$ cat config.mk
export PLATFORM = sky130hd
export DESIGN_NAME = regfile_wr_arbiter
export DESIGN_NICKNAME = d
export VERILOG_FILES = /design/src/rtl/regfile_arb_pkg.sv /design/src/rtl/regfile_wr_fifo.sv /design/src/rtl/regfile_wr_arbiter.sv
export SDC_FILE = /design/constraint.sdc
export NUM_CORES = 1
export LEC_CHECK = 0
export BUFFER_PORTS_ARGS = -buffer_cell sky130_fd_sc_hd__buf_2
export CORE_MARGIN = 1.5
export CORE_UTILIZATION = 45
export DETAILED_ROUTE_END_ITERATION = 12
export SETUP_SLACK_MARGIN = 0.02
export SYNTH_ARGS = -nofsm -noshare
export SYNTH_HDL_FRONTEND = slang
export SYNTH_SLANG_ARGS = --single-unit
export TNS_END_PERCENT = 100
$ cat constraint.sdc
create_clock -name clk -period 12.7 [get_ports clk]
set_input_delay 3.81 -clock clk [delete_from_list [all_inputs] [get_ports clk]]
set_output_delay 3.81 -clock clk [all_outputs]
set_load 0.05 [all_outputs]
$ cat src/rtl/regfile_arb_pkg.sv
// Shared types and defaults for the register-file write arbiter.
// Queue entries carry a kill bit so superseded B writes drop silently.
package regfile_arb_pkg;
   localparam int DEPTH_DEF  = 4;
   localparam int STARVE_DEF = 8;
   localparam int CNT_W      = 3;

   typedef struct packed {
      logic [4:0]  addr;
      logic [31:0] data;
      logic        kill;
   } wr_entry_t;
endpackage

$ cat src/rtl/regfile_wr_fifo.sv
// Pending B-side write queue with per-entry kill by address match.
// A push always lands with kill clear: the pushed value is the newest.
module regfile_wr_fifo
   import regfile_arb_pkg::*;
#(
   parameter int DEPTH = DEPTH_DEF
) (
   input  logic             clk,
   input  logic             rst,
   input  logic             push,
   input  logic [4:0]       push_addr,
   input  logic [31:0]      push_data,
   input  logic             pop,
   input  logic             kill_en,
   input  logic [4:0]       kill_addr,
   output logic [4:0]       head_addr,
   output logic [31:0]      head_data,
   output logic             head_kill,
   output logic [CNT_W-1:0] count
);
   localparam int PW = (DEPTH > 1) ? $clog2(DEPTH) : 1;

   wr_entry_t      mem [DEPTH];
   logic [PW-1:0]  wr_ptr;
   logic [PW-1:0]  rd_ptr;

   function automatic logic [PW-1:0] nxt(input logic [PW-1:0] p);
      return (p == PW'(DEPTH - 1)) ? '0 : p + 1'b1;
   endfunction

   assign head_addr = mem[rd_ptr].addr;
   assign head_data = mem[rd_ptr].data;
   assign head_kill = mem[rd_ptr].kill;

   always_ff @(posedge clk or posedge rst) begin
      if (rst) begin
         for (int i = 0; i < DEPTH; i++) mem[i] <= '0;
         wr_ptr <= '0;
         rd_ptr <= '0;
         count  <= '0;
      end else begin
         for (int i = 0; i < DEPTH; i++)
            if (kill_en && mem[i].addr == kill_addr)
               mem[i].kill <= 1'b1;
         // later assignment overrides a kill on the slot being written
         if (push) begin
            mem[wr_ptr] <= '{addr: push_addr, data: push_data, kill: 1'b0};
            wr_ptr      <= nxt(wr_ptr);
         end
         if (pop)
            rd_ptr <= nxt(rd_ptr);
         if (push && !pop)
            count <= count + 1'b1;
         else if (pop && !push)
            count <= count - 1'b1;
      end
   end
endmodule

$ cat src/rtl/regfile_wr_arbiter.sv
// Merges pipeline writeback (A) with queued multicycle writes (B)
// onto one registered register-file write port; A has priority.
module regfile_wr_arbiter
   import regfile_arb_pkg::*;
#(
   parameter int DEPTH        = DEPTH_DEF,
   parameter int STARVE_LIMIT = STARVE_DEF
) (
   input  logic        clk,
   input  logic        rst,
   input  logic        a_valid,
   input  logic [4:0]  a_addr,
   input  logic [31:0] a_data,
   input  logic        b_valid,
   output logic        b_ready,
   input  logic [4:0]  b_addr,
   input  logic [31:0] b_data,
   output logic        RegWrite,
   output logic [4:0]  Wt_addr,
   output logic [31:0] Wt_data,
   output logic        stall_req,
   output logic [2:0]  fifo_count
);
   localparam int SW = $clog2(STARVE_LIMIT + 1);

   logic          up_q;
   logic [SW-1:0] starve_q;
   logic          a_live;
   logic          push;
   logic          pop;
   logic          head_vld;
   logic          head_live;
   logic          grant_b;
   logic [4:0]    head_addr;
   logic [31:0]   head_data;
   logic          head_kill;

   assign a_live    = a_valid && a_addr != 5'd0;
   assign push      = b_valid && b_ready && b_addr != 5'd0;
   assign head_vld  = fifo_count != '0;
   assign head_live = head_vld && !head_kill;
   assign grant_b   = head_live && !a_live;
   assign pop       = head_vld && (head_kill || !a_live);

   // up_q keeps b_ready low through reset without a path from rst
   assign b_ready   = up_q && (fifo_count < CNT_W'(DEPTH));
   assign stall_req = starve_q == SW'(STARVE_LIMIT);

   regfile_wr_fifo #(.DEPTH(DEPTH)) u_fifo (
      .clk       (clk),
      .rst       (rst),
      .push      (push),
      .push_addr (b_addr),
      .push_data (b_data),
      .pop       (pop),
      .kill_en   (a_live),
      .kill_addr (a_addr),
      .head_addr (head_addr),
      .head_data (head_data),
      .head_kill (head_kill),
      .count     (fifo_count)
   );

   always_ff @(posedge clk or posedge rst) begin
      if (rst) begin
         up_q     <= 1'b0;
         starve_q <= '0;
         RegWrite <= 1'b0;
         Wt_addr  <= '0;
         Wt_data  <= '0;
      end else begin
         up_q <= 1'b1;
         if (head_live && a_live) begin
            if (!stall_req)
               starve_q <= starve_q + 1'b1;
         end else begin
            starve_q <= '0;
         end
         unique case (1'b1)
            a_live: begin
               RegWrite <= 1'b1;
               Wt_addr  <= a_addr;
               Wt_data  <= a_data;
            end
            grant_b: begin
               RegWrite <= 1'b1;
               Wt_addr  <= head_addr;
               Wt_data  <= head_data;
            end
            default: RegWrite <= 1'b0;
         endcase
      end
   end
endmodule

Word level (Yosys, flattened, before mapping)
Cells that the tools add are included.

storage, ports and cells
  register bits = 202
  output and inout port bits = 43
  logic and storage cells = 85

operators by class
  add/sub/neg operators = 5
  $lt $le $gt $ge = 4
  equal/unequal tests = 8
  multiplexer cells = 20
  bitwise operators = 2
  reductions and logical operators = 26

operator list
  cell                                                        number
  bitwise mux 152 bit                                         1
  two-way mux 115 bit                                         1
  two-way mux 38 bit                                          3
  binary-select mux 38 bit (select 2 bit)                     1
  demux 38 bit (select 2 bit)                                 1
  case mux 32 bit (2 select lines)                            1
  equality test 5 bit                                         4
  logical AND 1 bit                                           15
  case mux 5 bit (2 select lines)                             1
  nonzero test 5 bit                                          2
  two-way mux 4 bit                                           2
  greater-or-equal comparator 3 bit, second input constant    2
  two-way mux 3 bit                                           2
  NOT 2 -> 3 bit                                              2
  two-way mux 1 bit                                           5
  adder 2 x 1 -> 2 bit, second input constant                 2
  adder 4 x 1 -> 4 bit, second input constant                 1
  equality test 2 bit, second input constant                  2
  equality test 4 bit, second input constant                  1
  zero test 1 bit                                             4
  two-way mux 2 bit                                           2
  nonzero test 2 bit                                          2
  adder 3 x 1 -> 3 bit, second input constant                 1
  less-than comparator 3 x 1 -> 1 bit, second input constant  1
  other kinds (6)                                             6

Depth between registers and ports, before layout
  depth after elaboration = 9
  mapped depth = 11
  gate-level depth less buffers = 10

Modules after synthesis
Synthesis repeated with hierarchy kept, for this count alone.

unflattened totals
  cell total of the unflattened synthesis = 724
  area, all modules = 10,281.1 µm²

modules (own cells, without submodules)
  module              instances  cells each  area each (µm²)
  regfile_wr_fifo     1          439         7,298.2
  regfile_wr_arbiter  1          285         2,982.9

Worst setup path after synthesis
OpenSTA, ideal clock, no wires.

  path type = input to register
  from = input port a_addr[1]
  to = register u_fifo.count[1]
  setup time = 0.125 ns
  arrival time = 5.891 ns
  required time = 12.575 ns
  path slack = 6.684 ns
  stages on the path = 9
  path through = clkbuf_1 > or4_1 > o21ai_2 > o21ba_2 > inv_1 > ha_1 > inv_1 > fa_1 > mux2_2

between the ends
  cells in the longest elaborated chain, start to end = 8
  elaborated cells on any way between the ends = 10
  those cells by class = 1 x mux; 9 x reduce/logical

RTL lines
  item                                                     line                      text
  start: declaration                                       regfile_wr_arbiter.sv:12  input logic [4:0] a_addr,
  nonzero test 5 bit *                                     regfile_wr_arbiter.sv:38  assign a_live = a_valid && a_addr != 5'd0;
  logical AND 1 bit *                                      regfile_wr_arbiter.sv:38
  zero test 1 bit *                                        regfile_wr_arbiter.sv:43  assign pop = head_vld && (head_kill || !a_live);
  logical OR 1 bit *                                       regfile_wr_arbiter.sv:43
  logical AND 1 bit *                                      regfile_wr_arbiter.sv:43
  zero test 1 bit                                          regfile_wr_fifo.sv:52     if (push && !pop)
  logical AND 1 bit                                        regfile_wr_fifo.sv:52
  two-way mux 3 bit or nonzero test 2 bit (tied branches)  -
  end signal: assignment                                   regfile_wr_fifo.sv:53     count <= count + 1'b1;
  end signal: assignment                                   regfile_wr_fifo.sv:55     count <= count - 1'b1;
  end: declaration                                         regfile_wr_fifo.sv:19     output logic [CNT_W-1:0] count

Mark *: on every way between the ends. The rest lies on a longest branch, timed or not.
A chain may end at the register's enable or synchronous reset.

Worst setup path in the final report
  from = input port b_addr[1]
  to = register u_fifo.mem[133] in the netlist's numbering

between the ends
  cells in the longest elaborated chain, start to end = 2

RTL lines
  item                            line                      text
  start: declaration              regfile_wr_arbiter.sv:16  input logic [4:0] b_addr,
  nonzero test 5 bit              regfile_wr_arbiter.sv:39  assign push = b_valid && b_ready && b_addr != 5'd0;
  logical AND 1 bit               regfile_wr_arbiter.sv:39
  end signal: indexed assignment  regfile_wr_fifo.sv:47     mem[wr_ptr] <= '{addr: push_addr, data: push_data, kill: 1'b0};
  end: declaration                regfile_wr_fifo.sv:23     wr_entry_t mem [DEPTH];

Every way passes these cells.

==> run_results.csv <==
group,metric,value,unit
worst_hold_path,hp-start,"u_fifo.mem[55]",
worst_setup_path,start_kind,"input port",
drt,finalWirelength,19990,um
placement,placed_cell_area,10230,um2
clock_network,root_buffer,"clkbuf_16",
timing,tightest_slew,1.132,ns
floorplanning,core,21020,um2
timing,slew_headroom,0.2453,
worst_setup_path,worstPathArrival,5.98,ns
floorplanning,die-area,22300,um2
power_and_ir_drop,power.internal,0.002043,W
floorplanning,die_height,149.3,um
synth,synth_area_leader_cell,"dfrtp_1",
timing,setup_viol,0,
power_and_ir_drop,power_frac_seq,0.369,
timing,max_freq,178.4,MHz
worst_setup_path,ff2ff_path_depth,5,
synth,syn-num-nets,716,
drt,drt_iter0_markers,290,
worst_setup_path,crit_family,"simple AND/OR/NAND/NOR gates",
worst_setup_path,crit_buf_inv,1,
worst_setup_path,r2r_slack,9.20,ns
synth,synth_top_cell_area_share,0.5246,
placement,place.port_buffers,120,
synth,synth_area,9635,um2
timing,final.min_clock_period,5.607,ns
final_layout,post-route-util,0.5219,
synth,yosys-top-cells-area,"dfrtp_1 (52%), mux2_4 (12%), mux4_2 (8.9%)",
final_layout,syn_to_final_growth,13.87,%
power_and_ir_drop,p_leak,5.299,nW
drt,post_drt_wl_per_cell,19.48,um
worst_hold_path,hold_depth,1,
synth,synthArstFlopShare,1.000,
global_route,antenna_found_initial,1,
drt,num_vias,5441,
timing,finalSetupTns,0,ns
floorplanning,start_util,0.4584,
floorplanning,io_pins,121,
final_layout,final_cell_area,10970,um2
power_and_ir_drop,peakVddDrop,0.1618,mV
global_route,grt_max_degree,119,
final_layout,final_common_cell,"dfrtp_1",
power_and_ir_drop,p_clk_frac,0.208,
floorplanning,fp-row-count,53,
synth,ys_seq_area_frac,0.5246,
synth,synth-main-ff-cell,"dfrtp_1",
power_and_ir_drop,finalPower,0.003172,W
clock_network,cts_made_buffers,23,
worst_setup_path,r2r-end,"Wt_data[16]",
clock_network,cts_hold_buf,0,
placement,dp.final_hpwl,12340,um
global_route,track_usage,0.1894,
placement,pre_cts_slack,6.571,ns
placement,gp_congestion,0.7617,
clock_network,clk_pin_slew,0.05,ns
drt,drc,0,
synth,synth_seq_cells,202,
worst_hold_path,hp-class,"reg -> reg",
timing,skew,0.007848,ns
timing,fin_crit_sh,0.4415,
final_layout,nNetsFinal,823,
drt,ant_nets,0,
flow_run,max_cap_viol_count,0,
floorplanning,die_w,149.3,um
timing,hold_viol,0,
clock_network,cts_setup_buffers,0,
final_layout,diodes,0,
power_and_ir_drop,p_sw,0.001129,W
clock_network,clockBufferDepth,3,
worst_setup_path,worstSetupPathType,"in -> reg",
status,outcome,"completed",
power_and_ir_drop,comb_power_share,0.423,
worst_setup_path,reg2reg_from,"u_fifo.rd_ptr[1]",
clock_network,cts_max_level,1,
synth,ys_types,33,
worst_setup_path,crit_chain,"buf_2 -> or4_1 -> o211a_1 -> nand2_4 -> mux2_2",
final_layout,layout_common_cells,"dfrtp_1 (200), buf_2 (120), mux2_4 (76)",
final_layout,final_layout_size_suffix_gt1_frac,0.4740,
worst_setup_path,slowest_delay,0.66,ns
power_and_ir_drop,power.density,289.1,nW/um2
global_route,grt_pass1_wl,33090,um
worst_setup_path,cp-end-kind,"register",
worst_setup_path,critPathSlowestCell,"nand2_4",
timing,rsz0062_at_grt,"no",
worst_hold_path,min_to,"u_fifo.mem[55]",
global_route,grt_pass1_vias,6138,
synth,syn_area_per_cell,15.32,um2
worst_setup_path,required,13.08,ns
drt,drtPass1Iterations,4,
power_and_ir_drop,p_sw_frac,0.3560,
clock_network,cts_tree,"done",
clock_network,cts-resized-gates,0,
global_route,grt-ovfl-total,0,
clock_network,clk_latency,0.50,ns
synth,synth_edf_count,0,
synth,synth_warnings,0,
timing,final-max-slew-violation-count,0,
synth,postSynthCellCount,629,
drt,vias_per_cell,5.303,
worst_setup_path,path_max_fanout,38,
clock_network,clock_sinks,202,
timing,worst_slack,7.093,ns
## metal layers
metal	share of wire	track usage
met3	0.030	0.02844
met5	0	0
met4	0.020	0.04505
met2	0.52	0.3313
met1	0.43	0.2479
## synthesized netlist by cell type (all sizes together) (2+ instances only)
cell,number
inv,7
a21oi,36
or4,2
nor4,4
nand3,6
o21ai,4
clkbuf,7
mux2i,37
o21a,4
nor3,2
buf,35
dfrtp,202
mux2,151
nand2,9
nor2,44
ha,8
xor2,11
xnor2,15
mux4,38
## cell type report
type,count,area (um2)
Timing Repair Buffer,124,630.6
Sequential cell,202,5057
Clock buffer,32,629.4
Tap cell,275,344.1
Clock inverter,8,115.1
Fill cell,1777,10050
Multi-Input combinational cell,378,4161
Inverter,7,33.78
## flip-flops by register name, summed over array words and instances (netlist names)
name / count
Wt_addr: 5
RegWrite: 1
u_fifo.rd_ptr: 2
u_fifo.wr_ptr: 2
up_q: 1
starve_q: 4
Wt_data: 32
u_fifo.mem: 152
u_fifo.count: 3
## cells by family (layout without fill, tap and decap cells)
kind of cell / Yosys count / count (layout) / share of synthesized area
other: 1 / 1 / 0.0003892
DFF: 202 / 202 / 0.5246
buffers and inverters: 49 / 171 / 0.04506
adders and majority gates: 9 / 9 / 0.01247
xor gates and xnor gates: 26 / 26 / 0.02363
muxes: 226 / 226 / 0.3333
and+or+nand+nor: 69 / 69 / 0.03337
AOI/OAI and AO/OA: 47 / 47 / 0.02714
## worst max path at each step
stage / start / slack (ns) / cells after the start / endpoint
finish: b_addr[1] / 7.09 / 5 / u_fifo.mem[133]
global route: starve_q[0] / 6.94 / 5 / stall_req
CTS: starve_q[0] / 7.08 / 5 / stall_req
detailed placement: b_addr[1] / 6.57 / 5 / u_fifo.mem[130]
global placement: b_addr[1] / 6.63 / 5 / u_fifo.mem[58]
floorplan: rst / 3.38 / 1 / RegWrite
## power groups by stage
stage / Clock, W / Combinational [W] / Sequential, W
2_1_floorplan: 0 / 0.000911 / 0.00133
3_3_place_gp: 0 / 0.00132 / 0.00115
3_5_place_dp: 0 / 0.00136 / 0.00118
4_1_cts: 0.000673 / 0.00136 / 0.00117
5_1_grt: 0.000701 / 0.00144 / 0.00121
6_report: 0.000659 / 0.00134 / 0.00117
## metrics by stage
step	cells	hold WS (ns)
after floorplan	629	0.4589
after global placement	986	0.4726
after detailed placement	986	0.4859
after CTS	1026	0.5001
after global routing	1026	0.5037
final	1026	0.4990
Note: power is estimated with default switching activity, not from simulation.
